`src/rtl/otter_mem_pkg.sv`:
```
// Shared types for the OTTER memory arbiter: response owner and access size codes.
package otter_mem_pkg;

    typedef enum logic [1:0] {
        OWN_NONE,
        OWN_IF,
        OWN_DM
    } owner_t;

    localparam logic [1:0] SZ_BYTE = 2'd0;
    localparam logic [1:0] SZ_HALF = 2'd1;
    localparam logic [1:0] SZ_WORD = 2'd2;

endpackage

```
`src/rtl/otter_mem_arbiter.sv`:
```
// Arbitrates the single-ported OTTER memory between instruction fetch and load/store,
// routing each 1-cycle-latency response back to the stage that issued it.
module otter_mem_arbiter
    import otter_mem_pkg::*;
#(
    parameter int unsigned MAX_DM_RUN = 4
) (
    input  logic        CLK,
    input  logic        RST,
    input  logic        IF_REQ,
    input  logic [31:0] IF_ADDR,
    input  logic        IF_FLUSH,
    output logic        IF_GNT,
    output logic        IF_VALID,
    output logic [31:0] IF_RDATA,
    output logic        IF_ERR,
    input  logic        DM_REQ,
    input  logic        DM_WE,
    input  logic [31:0] DM_ADDR,
    input  logic [31:0] DM_WDATA,
    input  logic [1:0]  DM_SIZE,
    input  logic        DM_SIGN,
    output logic        DM_GNT,
    output logic        DM_VALID,
    output logic [31:0] DM_RDATA,
    output logic        DM_ERR,
    output logic        STALL_IF,
    output logic        STALL_MEM,
    output logic [31:0] MEM_ADDR,
    output logic [31:0] MEM_WDATA,
    output logic        MEM_RE,
    output logic        MEM_WE,
    output logic [1:0]  MEM_SIZE,
    output logic        MEM_SIGN,
    input  logic [31:0] MEM_RDATA,
    input  logic        MEM_ERR
);

    localparam logic [3:0] RUN_MAX = 4'(MAX_DM_RUN);

    owner_t      owner_q, owner_d;
    logic [3:0]  run_q, run_d;
    logic        flush_q, flush_d;
    logic        store_q, store_d;
    logic [31:0] if_rdata_q, if_rdata_d;
    logic        if_err_q, if_err_d;
    logic [31:0] dm_rdata_q, dm_rdata_d;
    logic        dm_err_q, dm_err_d;
    logic        run_full;
    logic        if_resp;

    // Arbitration, run counter and memory issue
    always_comb begin
        run_full = (run_q == RUN_MAX);
        DM_GNT   = ~RST & DM_REQ & ~(IF_REQ & run_full);
        IF_GNT   = ~RST & IF_REQ & ~DM_GNT;
        STALL_IF  = ~RST & IF_REQ & ~IF_GNT;
        STALL_MEM = ~RST & DM_REQ & ~DM_GNT;

        run_d = run_q;
        if (IF_GNT || !IF_REQ) begin
            run_d = '0;
        end else if (DM_GNT && !run_full) begin
            run_d = run_q + 4'd1;
        end

        owner_d = OWN_NONE;
        if (IF_GNT) begin
            owner_d = OWN_IF;
        end else if (DM_GNT) begin
            owner_d = OWN_DM;
        end
        flush_d = IF_FLUSH;
        store_d = DM_WE;

        MEM_ADDR  = '0;
        MEM_WDATA = '0;
        MEM_SIZE  = '0;
        MEM_SIGN  = 1'b0;
        if (IF_GNT) begin
            MEM_ADDR = IF_ADDR;
            MEM_SIZE = SZ_WORD;
        end else if (DM_GNT) begin
            MEM_ADDR  = DM_ADDR;
            MEM_WDATA = DM_WDATA;
            MEM_SIZE  = DM_SIZE;
            MEM_SIGN  = DM_SIGN;
        end
        MEM_RE = IF_GNT | (DM_GNT & ~DM_WE);
        MEM_WE = DM_GNT & DM_WE;
    end

    // Response routing; data/err fall back to the last delivered value between responses
    always_comb begin
        if_resp  = ~RST & (owner_q == OWN_IF);
        IF_VALID = if_resp & ~flush_q & ~IF_FLUSH;
        DM_VALID = ~RST & (owner_q == OWN_DM);

        if_rdata_d = if_rdata_q;
        if_err_d   = if_err_q;
        dm_rdata_d = dm_rdata_q;
        dm_err_d   = dm_err_q;
        if (RST) begin
            if_rdata_d = '0;
            if_err_d   = 1'b0;
            dm_rdata_d = '0;
            dm_err_d   = 1'b0;
        end else begin
            if (IF_VALID) begin
                if_rdata_d = MEM_RDATA;
                if_err_d   = MEM_ERR;
            end else if (if_resp) begin
                if_rdata_d = '0;
            end
            if (DM_VALID) begin
                dm_rdata_d = store_q ? '0 : MEM_RDATA;
                dm_err_d   = MEM_ERR;
            end
        end
        IF_RDATA = if_rdata_d;
        IF_ERR   = if_err_d;
        DM_RDATA = dm_rdata_d;
        DM_ERR   = dm_err_d;
    end

    always_ff @(posedge CLK) begin
        if (RST) begin
            owner_q    <= OWN_NONE;
            run_q      <= '0;
            flush_q    <= 1'b0;
            store_q    <= 1'b0;
            if_rdata_q <= '0;
            if_err_q   <= 1'b0;
            dm_rdata_q <= '0;
            dm_err_q   <= 1'b0;
        end else begin
            owner_q    <= owner_d;
            run_q      <= run_d;
            flush_q    <= flush_d;
            store_q    <= store_d;
            if_rdata_q <= if_rdata_d;
            if_err_q   <= if_err_d;
            dm_rdata_q <= dm_rdata_d;
            dm_err_q   <= dm_err_d;
        end
    end

endmodule

```
`config.mk`:
```
export PLATFORM = sky130hd
export DESIGN_NAME = otter_mem_arbiter
export DESIGN_NICKNAME = d
export VERILOG_FILES = /design/src/rtl/otter_mem_pkg.sv /design/src/rtl/otter_mem_arbiter.sv
export SDC_FILE = /design/constraint.sdc
export NUM_CORES = 1
export LEC_CHECK = 0
export CORE_AREA = 2 2 109 111
export CTS_CLUSTER_SIZE = 30
export DETAILED_ROUTE_END_ITERATION = 10
export DIE_AREA = 0 0 111 113
export GPL_ROUTABILITY_DRIVEN = 0
export PLACE_DENSITY = 0.78
export SETUP_SLACK_MARGIN = 0.4
export SLEW_MARGIN = 20
export SYNTH_ARGS = -nofsm -noshare
export SYNTH_HDL_FRONTEND = slang
export SYNTH_SLANG_ARGS = --single-unit
```
`constraint.sdc`:
```
create_clock -name CLK -period 3.3 [get_ports CLK]
set_input_delay 0.66 -clock CLK [delete_from_list [all_inputs] [get_ports CLK]]
set_output_delay 0.66 -clock CLK [all_outputs]
set_load 0.05 [all_outputs]
```
==> metrics.yaml, run 1 <==
global_routing:
  antenna_found_initial: 0
  track_usage_pct: 25.0
  grt_first_pass_wirelength_um: 24100
  overflow: 0
  grt_max_degree: 65
  first_global_vias: 4244
timing:
  finalHoldViolations: 0
  worst_pin_slew_ps: 402
  fin_setup_tns_ps: 0
  finalWorstPathRequiredPeriod_ps: 2920
  finClkSkew_ps: 7.39
  setup_violations: 0
  max_freq_ghz: 0.342
  period_share_pct: 88.5
  rsz0062_at_grt: "yes"
  relSlewSlack_pct: 73.0
  finalMaxSlewViolations: 0
cts:
  clock_latency_ps: 330
  cts_hold_buf: 0
  cts_root_buf: "clkbuf_16"
  cts_tree: "built"
  h-tree-depth: 3
  cts_sinks: 74
  numCtsBuffers: 9
  clk_path_buf_depth: 2
  cts.clk_slew.worst_paths_ps: 50
layout:
  drive_gt1_share_pct: 30.4
  nets: 759
  fillerInstances: 727
  seqCellArea_um2: 1480
  num_antenna_cells: 0
  finalNonFillerCells: 767
  syn2layout_area_growth_pct: 126
  multiInputGateArea_um2: 1940
hold_path:
  holdCritPathClass: "reg -> reg"
routing:
  routed_wl_um: 16400
  first_pass_iters: 4
  drc: 0
  vias: 4077
  viasPerCell: 5.32
  wl_per_cell_um: 21.4
  antenna_left: 0
  drtIter0Drc: 308
setup_path:
  crit_type: "in -> out"
  arrival_ps: 2260
  cp.required_ps: 2640
  critPathMaxFanout: 16
  critical_path.startpoint_type: "input pin"
  endpoint_kind: "primary output"
die:
  core-area_um2: 11300
  initial_core_util_pct: 32.5
  dieArea_um2: 12500
  rows: 39
  die_h_um: 113
  pin_count: 279
  die_x_um: 111
synthesis:
  synth-seq-area-share_pct: 40.4
  synth_area_leaders: "dfxtp_1, a22o_1, and2_1, buf_2, buf_6"
  synth_area_um2: 3660
  yosysTopAreaCell: "dfxtp_1"
  synth_cells: 352
  synth-seq-cells: 74
  syn_area_per_cell_um2: 10.4
  yosys_warnings: 0
  synth_top_area_share_pct: 40.4
  syn_nets: 492
  synth_cell_type_count: 26
placed_design:
  io_buffers: 278
  dp_cells: 748
  hpwl_um: 13100
job:
  cap_viol_max_count: 0
pwr:
  p_leak_nw: 3.36
  ir_drop_mv: 0.300
  power_w: 0.00277
  powerDensity_nw_per_um2: 334
outcome:
  status: "finished clean"
[stage by stage]
step                util, %  instance area (um^2)  worst slack [ps]  hold WS [ps]
floorplan                 -                  3660               227           430
global placement       70.3                  7930               176           437
detailed placement     70.3                  7930              99.4           457
CTS                    72.8                  8210               349           475
global route           73.6                  8290               337           484
finish                 73.6                  8290               379           474
[synth_stat cells (all sizes together)]
cell type and count:
a211oi 2, a21boi 2, a22o 160, and2 37, buf 34, clkbuf 6
dfxtp 74, ha 2, inv 7, mux2 2, mux2i 1, nand2 1
nand2b 2, nand3 2, nand3b 1, nor2 9, nor2b 4, nor3 1
nor4 1, o211a 2, xnor2 1, xor2 1
[state kept, by name, summed over array words and instances, names as in the netlist]
name        flops
run_q           4
if_rdata_q     32
store_q         1
owner_q         2
flush_q         1
if_err_q        1
dm_rdata_q     32
dm_err_q        1
[report_power, final]
part	switching [W]	internal (W)	total [W]
sequential	0.0000150	0.000920	0.000935
combinational	0.000463	0.000476	0.000939
clock	0.000364	0.000528	0.000893
[repair_timing]
item                       4_1_cts  5_1_grt
setup endpoints to repair      136       78
gates resized for setup          3       11
gates cloned                     0        1
pin swaps                        1        1
setup buffers                    0        2
[worst paths after layout]
kind,depth (start not counted),to,slack [ps],from
min reg2reg,1,if_rdata_q[21]$_SDFF_PP0_,470,if_rdata_q[21]$_SDFF_PP0_
max,6,MEM_ADDR[19],380,IF_REQ
max reg2reg,6,if_rdata_q[29]$_SDFF_PP0_,1630,owner_q[1]$_SDFF_PP0_
min,1,if_rdata_q[21]$_SDFF_PP0_,470,if_rdata_q[21]$_SDFF_PP0_
[layout make-up]
| type | count | share of cell area, % |
|---|---|---|
| multi-input combinational | 231 | 23.4 |
| tap | 143 | 2.16 |
| clock buffer | 10 | 2.88 |
| timing repair buffer | 296 | 52.8 |
| sequential | 74 | 17.9 |
| clock inverter | 6 | 0.513 |
| inverter | 7 | 0.317 |
[worst max-delay path, cell delays in order]
cell,delay [ps]
clkdlybuf4s50_1,510
nor2b_2,250
a21boi_4,250
buf_6,210
a22o_1,220
buf_12,150
[cells by family after synthesis]
group	count (synthesis)	share of synthesized area, %
AO/OA/AOI/OAI	166	39.7
buffers and inverters	47	7.58
AND/OR/NAND/NOR	58	10.2
adder cells (fa/ha/maj)	2	0.683
flip-flops	74	40.4
XOR/XNOR	2	0.478
multiplexers	3	0.888
[metal layers]
layer	global-route usage [%]	part of all wire, %	vias to the layer above
met2	45.8	52	227
met5	0	0	-
met3	10.9	11	34
met4	11.3	3.4	0
li1	-	-	1902
met1	24.4	34	1914
[cells in the final DEF (no fill, tap or decap), types with 2 or more instances in the layout]
master,instances
buf_4,11
dfxtp_1,74
inv_1,6
clkinv_4,2
and2_4,2
ha_1,2
buf_6,4
nor2_1,9
buf_12,143
nor2b_1,3
a22o_4,2
nand3_1,2
clkbuf_16,10
and2_1,35
clkdlybuf4s50_1,136
mux2_2,2
nand2b_1,2
clkinvlp_4,2
a22o_1,158
clkinv_2,2
Note: power is estimated with default switching activity, not from simulation.
==> run 2: changes to the inputs <==
Settings changed: ABC_CLOCK_PERIOD_IN_PS set to 3300, CELL_PAD_IN_SITES_DETAIL_PLACEMENT set to 0, CELL_PAD_IN_SITES_GLOBAL_PLACEMENT set to 1, CORE_AREA 2 2 109 111 to unset, CORE_UTILIZATION set to 26, DIE_AREA 0 0 111 113 to unset, GPL_TIMING_DRIVEN set to 0, PLACE_DENSITY 0.78 to unset, PLACE_DENSITY_LB_ADDON set to 0.1.
==> metrics.yaml, run 2 (synthesis results as in run 1) <==
routing:
  antenna_left: 0  # unchanged
  vias: 4057  # -0.49%
  drc: 0  # unchanged
  viasPerCell: 4.89  # -7.9%
  routed_wl_um: 15100  # -8.0%
  drtIter0Drc: 260  # -16%
  first_pass_iters: 4  # unchanged
  wl_per_cell_um: 18.2  # -15%
die:
  die_h_um: 121  # +6.8%
  initial_core_util_pct: 26.5  # -6.0 points
  pin_count: 279  # unchanged
  dieArea_um2: 14600  # +16%
  rows: 43  # +10%
  core-area_um2: 13800  # +23%
  die_x_um: 121  # +8.7%
setup_path:
  critical_path.startpoint_type: "input pin"
  critPathMaxFanout: 10  # -6
  r2r_start: "owner_q[1]$_SDFF_PP0_"
  crit_type: "in -> out"
  reg2reg_depth: 5  # -1
  rrSetupSlack_ps: 1570  # -60 ps
  endpoint_kind: "primary output"
  cp.required_ps: 2640  # about the same
  reg2reg_to: "if_rdata_q[17]$_SDFF_PP0_"
  arrival_ps: 2150  # -110 ps
cts:
  clk_path_buf_depth: 2  # unchanged
  cts_hold_buf: 0  # unchanged
  clock_latency_ps: 330  # about the same
  cts.clk_slew.worst_paths_ps: 60  # about the same
  numCtsBuffers: 9  # unchanged
  cts_root_buf: "clkbuf_16"
  cts_tree: "built"
  cts_sinks: 74  # unchanged
  h-tree-depth: 3  # unchanged
layout:
  num_antenna_cells: 0  # unchanged
  mostFrequentLayoutCells: "a22o_1, clkdlybuf4s50_1, buf_2"
  nets: 784  # +3.3%
  drive_gt1_share_pct: 31.1  # +0.68 points
  mostFrequentLayoutCell: "a22o_1"
  multiInputGateArea_um2: 1920  # -0.90%
  seqCellArea_um2: 1480  # unchanged
  reg.largest.list: "dm_rdata_q: 32 flops, if_rdata_q: 32 flops, run_q: 4 flops"
  syn2layout_area_growth_pct: 80.5
  fillerInstances: 1343  # +85%
global_routing:
  antenna_found_initial: 0  # unchanged
  grt_max_degree: 14  # -78%
  first_global_vias: 4102  # -3.3%
  overflow: 0  # unchanged
  grt_first_pass_wirelength_um: 22600  # -6.4%
  track_usage_pct: 20.3  # -4.6 points
timing:
  finClkSkew_ps: 8.06  # +0.671 ps
  hold_ws_ps: 474  # +0.227 ps
  finalHoldViolations: 0  # unchanged
  setup_slack_ps: 491  # +112 ps
  setup_violations: 0  # unchanged
  rsz0062_at_grt: "no"
  max_freq_ghz: 0.356  # +4.0%
  finalWorstPathRequiredPeriod_ps: 2810  # -112 ps
  worst_pin_slew_ps: 546  # +144 ps
  finalMaxSlewViolations: 0  # unchanged
  fin_setup_tns_ps: 0  # unchanged
  relSlewSlack_pct: 63.5  # -9.5 points
  period_share_pct: 85.1  # -3.4 points
hold_path:
  whs_endpoint: "if_rdata_q[1]$_SDFF_PP0_"
  hold_start: "if_rdata_q[1]$_SDFF_PP0_"
  hold_path_depth: 1  # unchanged
  holdCritPathClass: "reg -> reg"
pwr:
  p_leak_nw: 3.03  # -9.8%
  ir_drop_mv: 0.269  # -10%
  powerDensity_nw_per_um2: 401  # +20%
job:
  cap_viol_max_count: 0  # unchanged
placed_design:
  dp_slack_ps: -522  # -622 ps
  hpwl_um: 11800  # -10%
  io_buffers: 277  # -0.36%
outcome:
  status: "finished clean"
run 2: cell count changes in the layout (fill, tap and decap cells not counted), moves of 3 or more:
cell / change
buf_12: -142
buf_2: +75
buf_4: +63
buf_6: +6
clkbuf_1: +4
clkdlybuf4s15_2: +10
clkdlybuf4s18_2: +3
run 2: metal layers:
metal | global-route usage (%) | part of all wire, %
met1 | 23.3 | 40
met2 | 36.5 | 51
met3 | 5.57 | 7.0
met4 | 5.94 | 1.9
met5 | 0 | 0
run 2: report_power, final:
part | switching [W] | internal [W]
logic | 0.000420 | 0.000304
registers | 0.0000140 | 0.000920
clock network | 0.000385 | 0.000610
run 2: worst max-delay path, cell delays in order:
cell and delay (ps):
clkdlybuf4s50_1 460, nor4_4 240, buf_6 200, buf_4 200, a22o_1 180, buf_4 200
run 2: area by class of cell:
| cell class | instances | area share [%] |
|---|---|---|
| Multi-Input combinational cell | 231 | 29.1 |
| Tap cell | 180 | 3.41 |
| Clock buffer | 11 | 3.67 |
| Inverter | 7 | 0.397 |
| Buffer | 40 | 4.45 |
| Clock inverter | 5 | 0.946 |
| Sequential cell | 74 | 22.4 |
| Timing Repair Buffer | 281 | 35.6 |
run 2: repair_timing:
| action | in CTS | in global routing |
|---|---|---|
| pin swaps | 2 | 1 |
| endpoints found under the setup margin | 141 | 88 |
| cloned | 0 | 0 |
| setup buffers | 4 | 0 |
| gates resized for setup | 728 | 21 |
run 2: stage by stage:
step / util, % / instances / instance area (um^2) / power, W
3_3_place_gp: 48.2 / 809 / 6660 / 0.00170
6_report: 47.8 / 829 / 6610 / 0.00265
3_5_place_dp: 48.2 / 809 / 6660 / 0.00171
4_1_cts: 48.1 / 829 / 6650 / 0.00267
5_1_grt: 47.8 / 829 / 6610 / 0.00275
2_1_floorplan: - / 352 / 3660 / 0.00135
run 2: worst max-delay path by stage:
stage / from / to / slack, ps / depth (start not counted)
after floorplan: DM_REQ / MEM_RE / 230 / 5
after global placement: RST / DM_RDATA[0] / -520 / 6
after detailed placement: IF_REQ / MEM_ADDR[23] / -520 / 6
after CTS: IF_FLUSH / IF_RDATA[18] / 400 / 6
after global routing: run_q[0]$_SDFFE_PP0P_ / DM_GNT / 400 / 7
final: IF_FLUSH / IF_RDATA[2] / 490 / 6
